[src/rtl/readout_pkg.sv]
// rtl/readout_pkg.sv - shared readout state encoding and default geometry
package readout_pkg;

    typedef enum logic [1:0] {
        ST_IDLE   = 2'd0,
        ST_ACTIVE = 2'd1,
        ST_DONE   = 2'd2
    } state_e;

    localparam int NCH_DEF    = 8;
    localparam int ADDR_W_DEF = 10;
    localparam int DATA_W_DEF = 12;

endpackage

[src/rtl/multichannel_readout_sequencer_next_enabled_channel.sv]
// rtl/multichannel_readout_sequencer_next_enabled_channel.sv - finds the lowest set mask bit above cur
module next_enabled_channel #(
    parameter int NCH  = 8,
    parameter int CH_W = 4
) (
    input  logic [NCH-1:0]  mask,
    input  logic [CH_W-1:0] cur,
    input  logic            start,
    output logic [CH_W-1:0] nxt,
    output logic            found
);

    // Scanning downward lets the lowest qualifying channel overwrite the others;
    // start treats cur as -1 so channel 0 qualifies.
    always_comb begin
        nxt   = '0;
        found = 1'b0;
        for (int k = NCH - 1; k >= 0; k--) begin
            if (mask[k] && (start || (CH_W'(k) > cur))) begin
                nxt   = CH_W'(k);
                found = 1'b1;
            end
        end
    end

endmodule

[src/rtl/multichannel_readout_sequencer.sv]
// rtl/multichannel_readout_sequencer.sv - walks enabled channel buffers one SPI word at a time
module multichannel_readout_sequencer
    import readout_pkg::*;
#(
    parameter int NCH    = NCH_DEF,
    parameter int ADDR_W = ADDR_W_DEF,
    parameter int DATA_W = DATA_W_DEF,
    parameter int WCNT_W = 16,
    parameter int CH_W   = 4
) (
    input  logic                  sysclk,
    input  logic                  rst,
    input  logic                  spi_ss,
    input  logic                  spi_done,
    input  logic [WCNT_W-1:0]     word_num,
    input  logic [NCH-1:0]        ch_enable,
    input  logic [NCH*DATA_W-1:0] chan_data,
    output logic [ADDR_W-1:0]     read_address,
    output logic [CH_W-1:0]       read_channel,
    output logic [DATA_W-1:0]     data_out,
    output logic                  busy,
    output logic                  frame_done,
    output logic                  spurious
);

    localparam logic [WCNT_W:0] MAX_WORDS = {{WCNT_W{1'b0}}, 1'b1} << ADDR_W;
    localparam logic [WCNT_W:0] ONE_W     = {{WCNT_W{1'b0}}, 1'b1};

    state_e              state_q, state_d;
    logic [ADDR_W-1:0]   addr_q, addr_d;
    logic [CH_W-1:0]     ch_q, ch_d;
    logic [DATA_W-1:0]   dout_q, dout_d;
    logic                fd_q, fd_d;
    logic                sp_q, sp_d;
    logic [WCNT_W:0]     lim_q, lim_d;
    logic [NCH-1:0]      en_q, en_d;

    logic [WCNT_W:0]     wn_ext;
    logic [WCNT_W:0]     wn_clamped;
    logic [WCNT_W:0]     addr_ext;
    logic [NCH-1:0]      f_mask;
    logic                f_start;
    logic [CH_W-1:0]     f_next;
    logic                f_found;

    assign wn_ext     = {1'b0, word_num};
    assign wn_clamped = (wn_ext > MAX_WORDS) ? MAX_WORDS : wn_ext;
    assign addr_ext   = {{(WCNT_W + 1 - ADDR_W){1'b0}}, addr_q};

    // In IDLE the finder looks at the live mask for the first channel; otherwise
    // it advances through the latched mask.
    assign f_start = (state_q == ST_IDLE);
    assign f_mask  = (state_q == ST_IDLE) ? ch_enable : en_q;

    next_enabled_channel #(
        .NCH  (NCH),
        .CH_W (CH_W)
    ) u_next (
        .mask  (f_mask),
        .cur   (ch_q),
        .start (f_start),
        .nxt   (f_next),
        .found (f_found)
    );

    always_comb begin
        state_d = state_q;
        addr_d  = addr_q;
        ch_d    = ch_q;
        lim_d   = lim_q;
        en_d    = en_q;
        fd_d    = 1'b0;
        sp_d    = sp_q;
        dout_d  = chan_data[ch_q*DATA_W +: DATA_W];

        if (spi_ss) begin
            state_d = ST_IDLE;
            addr_d  = '0;
            ch_d    = '0;
            lim_d   = '0;
            en_d    = '0;
            if (spi_done && (state_q != ST_ACTIVE)) begin
                sp_d = 1'b1;
            end
        end else begin
            case (state_q)
                ST_IDLE: begin
                    lim_d  = wn_clamped;
                    en_d   = ch_enable;
                    addr_d = '0;
                    ch_d   = f_found ? f_next : '0;
                    sp_d   = 1'b0;
                    if ((ch_enable == '0) || (wn_clamped == '0)) begin
                        state_d = ST_DONE;
                        fd_d    = 1'b1;
                    end else begin
                        state_d = ST_ACTIVE;
                    end
                end
                ST_ACTIVE: begin
                    if (spi_done) begin
                        if (addr_ext < (lim_q - ONE_W)) begin
                            addr_d = addr_q + ADDR_W'(1);
                        end else begin
                            addr_d = '0;
                            if (f_found) begin
                                ch_d = f_next;
                            end else begin
                                state_d = ST_DONE;
                                fd_d    = 1'b1;
                            end
                        end
                    end
                end
                ST_DONE: begin
                    if (spi_done) begin
                        sp_d = 1'b1;
                    end
                end
                default: begin
                    state_d = ST_IDLE;
                end
            endcase
        end
    end

    always_ff @(posedge sysclk) begin
        if (rst) begin
            state_q <= ST_IDLE;
            addr_q  <= '0;
            ch_q    <= '0;
            dout_q  <= '0;
            fd_q    <= 1'b0;
            sp_q    <= 1'b0;
            lim_q   <= '0;
            en_q    <= '0;
        end else begin
            state_q <= state_d;
            addr_q  <= addr_d;
            ch_q    <= ch_d;
            dout_q  <= dout_d;
            fd_q    <= fd_d;
            sp_q    <= sp_d;
            lim_q   <= lim_d;
            en_q    <= en_d;
        end
    end

    assign read_address = addr_q;
    assign read_channel = ch_q;
    assign data_out     = dout_q;
    assign busy         = (state_q == ST_ACTIVE);
    assign frame_done   = fd_q;
    assign spurious     = sp_q;

endmodule

[config.mk]
export PLATFORM = sky130hd
export DESIGN_NAME = multichannel_readout_sequencer
export DESIGN_NICKNAME = d
export VERILOG_FILES = /design/src/rtl/readout_pkg.sv /design/src/rtl/multichannel_readout_sequencer_next_enabled_channel.sv /design/src/rtl/multichannel_readout_sequencer.sv
export SDC_FILE = /design/constraint.sdc
export NUM_CORES = 1
export LEC_CHECK = 0
export ABC_AREA = 1
export CELL_PAD_IN_SITES_DETAIL_PLACEMENT = 1
export CELL_PAD_IN_SITES_GLOBAL_PLACEMENT = 1
export CORE_ASPECT_RATIO = 0.75
export CORE_MARGIN = 5
export CORE_UTILIZATION = 30
export CTS_CLUSTER_DIAMETER = 40
export DETAILED_ROUTE_END_ITERATION = 8
export PLACE_DENSITY_LB_ADDON = 0.1
export RECOVER_POWER = 25
export SLEW_MARGIN = 20
export SYNTH_ARGS = -nofsm -noshare
export SYNTH_HDL_FRONTEND = slang
export SYNTH_SLANG_ARGS = --single-unit
[constraint.sdc]
create_clock -name sysclk -period 5.6 [get_ports sysclk]
set_input_delay 1.12 -clock sysclk [delete_from_list [all_inputs] [get_ports sysclk]]
set_output_delay 1.12 -clock sysclk [all_outputs]
set_load 0.01 [all_outputs]
==> impl_metrics.json <==
{
  "outcome": "finished clean",
  "ant_nets": 0,
  "setup_tns_ns": 0,
  "routed_wl_um": 14300,
  "synth_area_per_cell_um2": 6.26,
  "grt_overflow": 0,
  "cts_made_buffers": 5,
  "rsz0062_at_grt": "false",
  "postSynth.asyncResetShare": 0,
  "hp-class": "reg -> reg",
  "synth_area_leaders": "dfxtp_1, nand2_1, nor2_1",
  "peakVddDrop_uv": 109,
  "reg2reg_from": "lim_q[0]",
  "grt_pass1_wl_um": 23000,
  "min_period_ns": 3.58,
  "drv_slew": 0,
  "worstSetupPathType": "in -> reg",
  "power_density_nw_per_um2": 198,
  "die_h_um": 103,
  "placed_cells": 830,
  "cp-startpoint": "rst",
  "endpoint_kind": "register",
  "gp_congestion": 0.887,
  "grt_max_degree": 51,
  "finalNetCount": 828,
  "leakagePower_nw": 2.16,
  "drive_above_1_share": 0.0548,
  "synthMostInstantiatedCell": "nand2_1",
  "initial_utilization": 0.304,
  "path_cells": "dlygate4sd3_1 > nor2_1 > clkinv_1 > a211oi_1",
  "hold_violations": 0,
  "grt_usage": 0.208,
  "seq_area_um2": 1040,
  "dieArea_um2": 13900,
  "worst_pin_slew_ns": 0.811,
  "max_slew_margin": 0.458,
  "vias": 4176,
  "place_hpwl_um": 11400,
  "multi_input_area_um2": 2190,
  "postCtsSetupBuffers": 0,
  "drt-pass1-iter-count": 4,
  "area_delta_synth_final_pct": 50.1,
  "drc": 0,
  "cts_resized": 0,
  "stdcell_count": 838,
  "top_usage_layer": "met2",
  "synth_warnings": 0,
  "hold_buffers": 0,
  "setup_viol": 0,
  "cp.required_ns": 5.80,
  "yosysUniqueCellTypes": 36,
  "clk_pin_slew_ns": 0.07,
  "grt_pass1_vias": 4289,
  "synth_top_area_frac": 0.298,
  "synth_area_leader_cell": "dfxtp_1",
  "worst_path_dominant_cell_family": "buffers and inverters",
  "met3_usage": 0.0435,
  "path_max_fanout": 18,
  "gr-usage-met1": 0.293,
  "core_um2": 11500,
  "syn-num-nets": 693,
  "worst-path-buf-inv": 2,
  "syn_area_um2": 3490,
  "ys_top_cells_by_count": "nand2_1, nor2_1, dfxtp_1",
  "power_w": 0.00104,
  "hp-start": "lim_q[15]",
  "ys.flop_type": "dfxtp_1",
  "htreeDepth": 2,
  "grt_antenna_before_repair": 0,
  "wl_per_cell_um": 17.1,
  "fp-row-count": 34,
  "startpoint_type": "input pin",
  "finalCritPeriodShare": 0.639,
  "port_buffers": 151,
  "max_stage_delay_ns": 0.79,
  "cts_tree": "yes",
  "drt_first_iter_violations": 184,
  "drv_cap": 0,
  "synth-seq-area-share": 0.298,
  "finalClockSkew_ns": 0.00857,
  "dieWidth_um": 135,
  "clock-root-buffer": "clkbuf_16",
  "worst_skew_pair.late_latency_ns": 0.30,
  "clock.fmax_mhz": 279,
  "synth_edf_count": 0,
  "syn-instance-count": 558,
  "clockBufferDepth": 2,
  "met2_usage": 0.337,
  "crit_arrival_ns": 3.78,
  "ys_seq_elements": 52,
  "fill_cells": 1473,
  "crit_slowest_cell": "dlygate4sd3_1",
  "clock-sinks": 52,
  "antenna_cells": 0,
  "viasPerCell": 4.98,
  "ios": 153
}
[per-stage QoR]
step | utilization | worst slack, ns | area [um2] | hold WS (ns)
2_1_floorplan | - | 3.32 | 3490 | 0.419
3_3_place_gp | 0.443 | 1.78 | 5090 | 0.437
3_5_place_dp | 0.443 | 1.63 | 5090 | 0.429
4_1_cts | 0.456 | 1.93 | 5240 | 0.442
5_1_grt | 0.456 | 1.74 | 5240 | 0.476
6_report | 0.456 | 2.02 | 5240 | 0.439
[layer usage]
metal | up-vias | wire [um]
li1 | 2094 | -
met1 | 1971 | 7200
met2 | 105 | 6110
met3 | 6 | 922
met4 | 0 | 87
met5 | - | 0
[placed cells by master, fill, tap and decap left out, types with 2 or more instances in the layout]
cell             count
nand2_2              8
dfxtp_1             52
nor2_1              84
buf_4                3
ha_1                11
nor2_4               3
nand2_1            149
o21ai_0             35
nand4_1              6
a31oi_1              7
xnor2_1              4
o21ai_1              2
nor4_1               4
clkbuf_16            5
nor2_2               7
clkdlybuf4s50_1    142
nor3_1               9
xor2_1              12
a211oi_1             6
inv_2                5
inv_1               34
o211ai_1            13
nand3_1             33
a21oi_1             38
dlygate4sd3_1        9
[final timing paths]
check / end / slack (ns) / depth (start not counted)
worst max-delay path: lim_q[8] / 2.02 / 4
worst min-delay path: lim_q[15] / 0.44 / 2
worst max register to register: read_address[3] / 2.71 / 17
worst min register to register: lim_q[15] / 0.44 / 2
[power breakdown]
group / internal, W / switching (W) / leakage (nW)
combinational: 0.000159 / 0.000166 / 1.67
sequential: 0.000387 / 0.0000108 / 0.425
clock: 0.000167 / 0.000145 / 0.0702
[sequential cells by signal, summed over array words and instances (netlist names)]
register / cells
lim_q: 16
en_q: 7
read_address: 10
data_out: 12
frame_done: 1
spurious: 1
read_channel: 3
state_q: 2
[tightest hold or removal path, stage by stage, from the launching register on]
cell	delay [ns]
dfxtp_1	0.31
nand2_1	0.06
nor2_1	0.03
[area by class of cell]
class / count / share of cell area
Clock buffer: 5 / 0.0239
Multi-Input combinational cell: 440 / 0.418
Inverter: 40 / 0.0287
Tap cell: 144 / 0.0344
Sequential cell: 52 / 0.199
Clock inverter: 3 / 0.00406
Timing Repair Buffer: 154 / 0.293
[cells by family (layout without fill, tap and decap cells)]
family,after synthesis,after routing,share of synthesized area
adder cells (fa/ha/maj),11,11,0.0394
buffers and inverters,66,202,0.0752
other,1,1,0.00107
AO/OA/AOI/OAI,103,103,0.166
flip-flops,52,52,0.298
AND/OR/NAND/NOR,309,309,0.381
XOR/XNOR,16,16,0.0401
(Power assumes the default switching activity.)
